**config.mk**
```make
export PLATFORM = sky130hd
export DESIGN_NAME = regfile_mp
export DESIGN_NICKNAME = d
export VERILOG_FILES = /design/src/rtl/riscv_pkg.sv /design/src/rtl/regfile_mp_scoreboard.sv /design/src/rtl/regfile_mp.sv
export SDC_FILE = /design/constraint.sdc
export NUM_CORES = 2
export LEC_CHECK = 0
export CAP_MARGIN = 10
export CORE_ASPECT_RATIO = 0.75
export CORE_MARGIN = 2
export CORE_UTILIZATION = 40
export CTS_BUF_LIST = sky130_fd_sc_hd__clkbuf_16
export DETAILED_ROUTE_END_ITERATION = 16
export PLACE_DENSITY = 0.52
export SETUP_SLACK_MARGIN = 0.2
export SYNTH_ARGS = -nofsm -noshare
export SYNTH_HDL_FRONTEND = slang
export SYNTH_HIERARCHICAL = 1
export SYNTH_SLANG_ARGS = --single-unit
```
**constraint.sdc**
```tcl
create_clock -name Clk -period 5.02 [get_ports Clk]
set_clock_uncertainty 0.15 [all_clocks]
set_input_delay 0.753 -clock Clk [delete_from_list [all_inputs] [get_ports Clk]]
set_output_delay 0.753 -clock Clk [all_outputs]
set_load 0.005 [all_outputs]
```
**src/rtl/riscv_pkg.sv**
```systemverilog
// ---------------------------------------------------------------------------
// riscv_pkg
//
// Shared integer-register definitions for the RISC-V core. The register file
// and the decoder both import this package so that the architectural register
// width, the register address width and the hardwired-zero register address
// are defined in one place.
//
// Contents:
//   XLEN        - architectural integer register width
//   REG_ADDR_W  - register specifier width (x0..x31)
//   xlen_t      - one integer register value
//   reg_addr_t  - one register specifier
//   REG_X0      - address of the hardwired-zero register
// ---------------------------------------------------------------------------
package riscv_pkg;

  localparam int XLEN       = 32;
  localparam int REG_ADDR_W = 5;

  typedef logic [XLEN-1:0]       xlen_t;
  typedef logic [REG_ADDR_W-1:0] reg_addr_t;

  // x0 reads as zero and ignores writes; its address is all zeros.
  localparam reg_addr_t REG_X0 = '0;

endpackage : riscv_pkg

```
**src/rtl/regfile_mp_scoreboard.sv**
```systemverilog
// ---------------------------------------------------------------------------
// reg_scoreboard
//
// Per-register pending bits for the multi-port register file. A bit is set
// when an instruction that writes the register issues and cleared when its
// writeback arrives, so decode can detect read-after-write hazards against
// in-flight producers.
//
// Ports:
//   Clk       - clock, state updates on the rising edge
//   Reset     - synchronous, active-low reset; clears every pending bit
//   Flush     - pipeline flush; clears every pending bit
//   IssueEn   - an instruction with a destination register issues
//   IssueAddr - destination register of the issuing instruction
//   WrEn      - writeback valid
//   WrAddr    - writeback destination register
//   Pending   - DEPTH-bit pending vector; bit 0 (x0) is constant zero
// ---------------------------------------------------------------------------
module reg_scoreboard
  import riscv_pkg::*;
#(
  parameter int ADDR_WIDTH = REG_ADDR_W,
  parameter int DEPTH      = 2**ADDR_WIDTH
) (
  input  logic                  Clk,
  input  logic                  Reset,
  input  logic                  Flush,
  input  logic                  IssueEn,
  input  logic [ADDR_WIDTH-1:0] IssueAddr,
  input  logic                  WrEn,
  input  logic [ADDR_WIDTH-1:0] WrAddr,
  output logic [DEPTH-1:0]      Pending
);

  // Only x1..x(DEPTH-1) have a flop; x0 can never be pending.
  logic [DEPTH-1:1] pend_q;

  // Priority per register: reset, flush, issue, writeback, hold.
  // Issue beats a same-cycle writeback to the same register because the
  // newly issued producer supersedes the one that is retiring. Flush beats
  // issue because the issuing instruction is itself being flushed.
  // A writeback to a register that is not pending simply leaves it clear,
  // which covers stale writebacks arriving after a flush.
  // NOTE: sequential state is assigned with non-blocking (<=) so every flop
  // samples the pre-edge values; blocking assignments here would create
  // ordering-dependent simulation and mismatches against synthesis.
  always_ff @(posedge Clk) begin
    if (!Reset) begin
      pend_q <= '0;
    end else if (Flush) begin
      pend_q <= '0;
    end else begin
      for (int j = 1; j < DEPTH; j++) begin
        if (IssueEn && (IssueAddr == ADDR_WIDTH'(j))) begin
          pend_q[j] <= 1'b1;
        end else if (WrEn && (WrAddr == ADDR_WIDTH'(j))) begin
          pend_q[j] <= 1'b0;
        end
      end
    end
  end

  assign Pending = {pend_q, 1'b0};

endmodule : reg_scoreboard

```
**src/rtl/regfile_mp.sv**
```systemverilog
// ---------------------------------------------------------------------------
// regfile_mp
//
// Parametrised integer register file with NUM_RD combinational read ports,
// one write port, hardwired-zero x0, optional write-to-read bypass and a
// per-register scoreboard used by decode to stall on read-after-write hazards.
//
// Parameters:
//   ADDR_WIDTH - register address width, depth = 2**ADDR_WIDTH
//   DATA_WIDTH - register width
//   NUM_RD     - number of read ports (1..4)
//   BYPASS     - 1: a same-cycle write is forwarded to the reads and clears
//                the read's busy flag; 0: the write is visible next cycle
//
// Ports:
//   Clk       - clock, state updates on the rising edge
//   Reset     - synchronous, active-low reset
//   RdEn      - per-port read valid, qualifies only Hazard
//   RdAddr    - per-port read address
//   RdData    - per-port read data
//   RdBusy    - per-port: addressed register has a pending write
//   Hazard    - OR over ports of RdEn & RdBusy
//   WrEn      - writeback valid
//   WrAddr    - writeback address
//   WrData    - writeback data
//   IssueEn   - instruction with a destination register issues
//   IssueAddr - destination of the issuing instruction
//   Flush     - clear all pending bits
// ---------------------------------------------------------------------------
module regfile_mp
  import riscv_pkg::*;
#(
  parameter int ADDR_WIDTH = REG_ADDR_W,
  parameter int DATA_WIDTH = XLEN,
  parameter int NUM_RD     = 2,
  parameter bit BYPASS     = 1'b1
) (
  input  logic                                 Clk,
  input  logic                                 Reset,
  input  logic [NUM_RD-1:0]                    RdEn,
  input  logic [NUM_RD-1:0][ADDR_WIDTH-1:0]    RdAddr,
  output logic [NUM_RD-1:0][DATA_WIDTH-1:0]    RdData,
  output logic [NUM_RD-1:0]                    RdBusy,
  output logic                                 Hazard,
  input  logic                                 WrEn,
  input  logic [ADDR_WIDTH-1:0]                WrAddr,
  input  logic [DATA_WIDTH-1:0]                WrData,
  input  logic                                 IssueEn,
  input  logic [ADDR_WIDTH-1:0]                IssueAddr,
  input  logic                                 Flush
);

  localparam int DEPTH = 2**ADDR_WIDTH;
  localparam logic [ADDR_WIDTH-1:0] X0_ADDR = ADDR_WIDTH'(REG_X0);

  // -------------------------------------------------------------------------
  // Data array: x1..x(DEPTH-1) only, x0 is synthesised as a constant.
  // -------------------------------------------------------------------------
  logic [DATA_WIDTH-1:0] regs_q [1:DEPTH-1];

  // A write presented while Reset is low is discarded because the reset
  // branch has priority.
  // NOTE: this array is deliberately reset: the architectural contract is
  // that every register reads zero after reset. A plain RAM without reset
  // would be cheaper but would expose stale contents after a mid-run reset.
  always_ff @(posedge Clk) begin
    if (!Reset) begin
      for (int j = 1; j < DEPTH; j++) begin
        regs_q[j] <= '0;
      end
    end else if (WrEn && (WrAddr != X0_ADDR)) begin
      regs_q[WrAddr] <= WrData;
    end
  end

  // -------------------------------------------------------------------------
  // Scoreboard
  // -------------------------------------------------------------------------
  logic [DEPTH-1:0] pending;

  reg_scoreboard #(
    .ADDR_WIDTH (ADDR_WIDTH),
    .DEPTH      (DEPTH)
  ) u_scoreboard (
    .Clk       (Clk),
    .Reset     (Reset),
    .Flush     (Flush),
    .IssueEn   (IssueEn),
    .IssueAddr (IssueAddr),
    .WrEn      (WrEn),
    .WrAddr    (WrAddr),
    .Pending   (pending)
  );

  // -------------------------------------------------------------------------
  // Read ports
  // -------------------------------------------------------------------------
  logic [DATA_WIDTH-1:0] rd_data [NUM_RD];
  logic                  rd_busy [NUM_RD];

  for (genvar i = 0; i < NUM_RD; i++) begin : g_rd_port
    logic rd_is_x0;
    logic rd_fwd;

    assign rd_is_x0 = (RdAddr[i] == X0_ADDR);
    // Forwarding is qualified only by the write port, not by Reset, so a
    // write presented during reset is still visible on a matching read.
    assign rd_fwd   = BYPASS && WrEn && (WrAddr == RdAddr[i]);

    // While Reset is low the array still holds pre-reset contents until the
    // edge, so array reads and pending bits are masked to keep the outputs
    // at zero for the whole reset period.
    // NOTE: every always_comb output gets a default first so no path leaves
    // it unassigned; a missing default would infer a latch.
    always_comb begin
      rd_data[i] = '0;
      rd_busy[i] = 1'b0;
      if (rd_is_x0) begin
        rd_data[i] = '0;
        rd_busy[i] = 1'b0;
      end else if (rd_fwd) begin
        rd_data[i] = WrData;
        rd_busy[i] = 1'b0;
      end else if (Reset) begin
        rd_data[i] = regs_q[RdAddr[i]];
        rd_busy[i] = pending[RdAddr[i]];
      end
    end

    assign RdData[i] = rd_data[i];
    assign RdBusy[i] = rd_busy[i];
  end

  // Decode holds the instruction in place while any enabled port is busy.
  assign Hazard = |(RdEn & RdBusy);

endmodule : regfile_mp

```
==> impl_metrics.py <==
metrics = {
    "outcome": {
        "status": "complete, no violations",
    },
    "cts": {
        "cts_root_buf": "clkbuf_16",
        "cts_hold_buf": 0,
        "cts.sinks": 1055,
        "clk_pin_slew_ns": 0.07,
        "cts_tree": "built",
        "clk_latency_ns": 0.73,
        "clockBufferDepth": 3,
        "cts_made_buffers": 111,
        "cts_setup_buffers": 0,
        "htree_levels": 3,
        "post_cts_resized": 0,
    },
    "final_layout": {
        "drive_gt1_frac": 0.256,
        "area_growth_pct": 15.5,
        "layout_commonest_cell": "edfxtp_1",
        "fillers": 12200,
        "nNetsFinal": 3978,
        "fin_area_um2": 65400,
        "fin_util": 0.466,
        "final_cell_mix": "1024 x edfxtp_1, 996 x and2_1, 518 x mux4_2",
        "instances_no_fill": 5903,
    },
    "setup_path": {
        "cp_top_family": "buffers and inverters",
        "cp_cell_sequence": "clkdlybuf4s50_1 -> xnor2_1 -> nand4_1 -> o211ai_1 -> buf_4 -> a211oi_1 -> a221o_1 -> clkdlybuf4s50_1",
        "cp_slowest_cell": "clkdlybuf4s50_1",
        "cp-start-kind": "primary input",
        "cp.arrival_ns": 3.80,
        "cp_common_cell": "clkdlybuf4s50_1",
        "worst-path-max-fanout": 18,
        "critPathRequiredTime_ns": 4.12,
        "worst-path-buf-inv": 3,
        "slowest_delay_ns": 0.63,
        "worst-setup-path-type": "primary input to primary output",
        "endpoint_kind": "primary output",
    },
    "die": {
        "die_area_um2": 145000,
        "initial_core_util": 0.403,
        "io_pins": 126,
        "rows": 119,
        "die_w_um": 438,
        "coreArea_um2": 140000,
        "dieHeight_um": 330,
    },
    "yosys": {
        "synth_cell_types": 48,
        "ys_top_cells_by_area": "edfxtp_1 54%, mux4_2 21%, and2_1 11%",
        "synth_flop_cell": "edfxtp_1",
        "syn_inst": 3809,
        "yosysSeqAreaShare": 0.554,
        "synth_largest_area_cell": "edfxtp_1",
        "synth_top_area_frac": 0.543,
        "netlist_area_um2": 56600,
        "yosys_warnings": 6,
        "synth.avg_cell_area_um2": 14.9,
        "ys_seq_elements": 1055,
        "synthArstFlopShare": 0,
        "synth_edf_count": 1024,
    },
    "timing": {
        "rsz0062_at_grt": "false",
        "tns_ns": 0,
        "period_share": 0.937,
        "worst_pin_slew_ns": 1.09,
        "max_clock_freq_ghz": 0.213,
        "period_minus_slack_ns": 4.71,
        "slew_headroom": 0.269,
        "setup_violations": 0,
        "hold_violations": 0,
        "final_max_slew_viol_count": 0,
    },
    "placed_design": {
        "hpwl_um": 133000,
        "io_buffer_count": 125,
        "gp_congestion": 0.859,
        "place_area_um2": 61900,
        "place_inst": 5681,
    },
    "detailed_routing": {
        "avgViaCountPerCell": 6.30,
        "drtIter0Drc": 5048,
        "dr.pass1.iters": 6,
        "drc_errors": 0,
        "wire_per_inst_um": 36.0,
        "wirelength_um": 212000,
        "num_vias": 37200,
        "antenna_left": 0,
    },
    "power": {
        "powerDensity_nw_per_um2": 327,
        "ir_drop_uv": 291,
        "p_leak_nw": 22.1,
    },
    "grt": {
        "antenna_found_initial": 22,
        "grt_use_total": 0.294,
        "grt_overflow": 0,
        "grt_pass1_wl_um": 295000,
        "grt_pass1_vias": 36000,
        "grt_max_degree": 50,
    },
    "worst_hold_path": {
        "holdCritPathClass": "flip-flop to flip-flop",
    },
    "flow_run": {
        "maxCapViolCount": 0,
    },
}
-- cells in the mapped netlist (3+ instances only) --
library cell,count
and4bb_1,3
nor2_1,50
nand3_1,41
mux4_2,518
inv_1,5
dfxtp_1,31
o2111ai_1,4
nand4_1,3
mux2i_1,55
xnor2_1,10
buf_1,14
buf_4,18
and4b_1,3
a22o_1,31
a21oi_1,34
nand2_1,114
nand2b_1,10
a22oi_1,132
o22ai_1,62
buf_6,13
edfxtp_1,1024
a221o_1,32
nor2b_1,46
buf_2,62
a211oi_1,97
a32o_1,32
nor3_1,5
o21ai_0,30
or2_2,3
and2_1,996
clkbuf_1,308
-- sequential cells by signal, indices dropped and copies added (netlist names) --
| name | flops |
|---|---|
| u_scoreboard/pend_q | 31 |
| regs_q | 1024 |
-- per-layer routing --
layer  share of wire  routed length, um  up-vias  track usage
met5               0                  0        -            0
met1            0.43              91500    19700        0.439
met2            0.44              94400     2199        0.439
met3           0.095              20200      291       0.0565
li1                -                  -    15100            -
met4           0.030               6450        0       0.0815
-- power breakdown --
| group | leakage, nW | internal [mW] | switching [mW] |
|---|---|---|---|
| Sequential | 10.0 | 10.1 | 0.225 |
| Combinational | 10.3 | 1.24 | 1.68 |
| Clock | 1.81 | 4.44 | 3.64 |
| Total | 22.1 | 15.8 | 5.55 |
-- metrics by stage --
step                hold slack (ns)  power (mW)  worst slack, ns
floorplan                     0.331        12.1            0.540
global placement              0.355        13.4            0.326
detailed placement            0.363        13.4            0.384
CTS                           0.379        21.4            0.362
global route                  0.407        21.9            0.291
finish                        0.378        21.3            0.315
-- cell type report --
class | instances | area [um2] | area share
Multi-Input combinational cell | 2365 | 24200 | 0.370
Sequential cell | 1055 | 31400 | 0.480
Tap cell | 1875 | 2350 | 0.0359
Inverter | 5 | 18.8 | 0.000287
Clock inverter | 93 | 642 | 0.00982
Antenna cell | 17 | 42.5 | 0.000651
Timing Repair Buffer | 381 | 3960 | 0.0605
Clock buffer | 112 | 2800 | 0.0429
-- cells by family (layout without fill, tap and decap cells) --
family,count (synthesis),count (layout),share of synthesized area
DFF,1055,1055,0.554
buffers and inverters,420,591,0.0321
and+or+nand+nor,1288,1288,0.136
AOI/OAI and AO/OA,461,461,0.0606
xor gates and xnor gates,10,10,0.00155
other,2,50,0.000133
muxes,573,573,0.216
-- final timing paths --
path | startpoint | to | slack (ns) | depth (start not counted)
max | RdAddr[4] | RdData[15] | 0.31 | 8
max reg2reg | u_scoreboard/pend_q[15] | u_scoreboard/pend_q[15] | 4.19 | 1
min | u_scoreboard/pend_q[23] | u_scoreboard/pend_q[23] | 0.38 | 1
min reg2reg | u_scoreboard/pend_q[23] | u_scoreboard/pend_q[23] | 0.38 | 1
(Power assumes the default switching activity.)
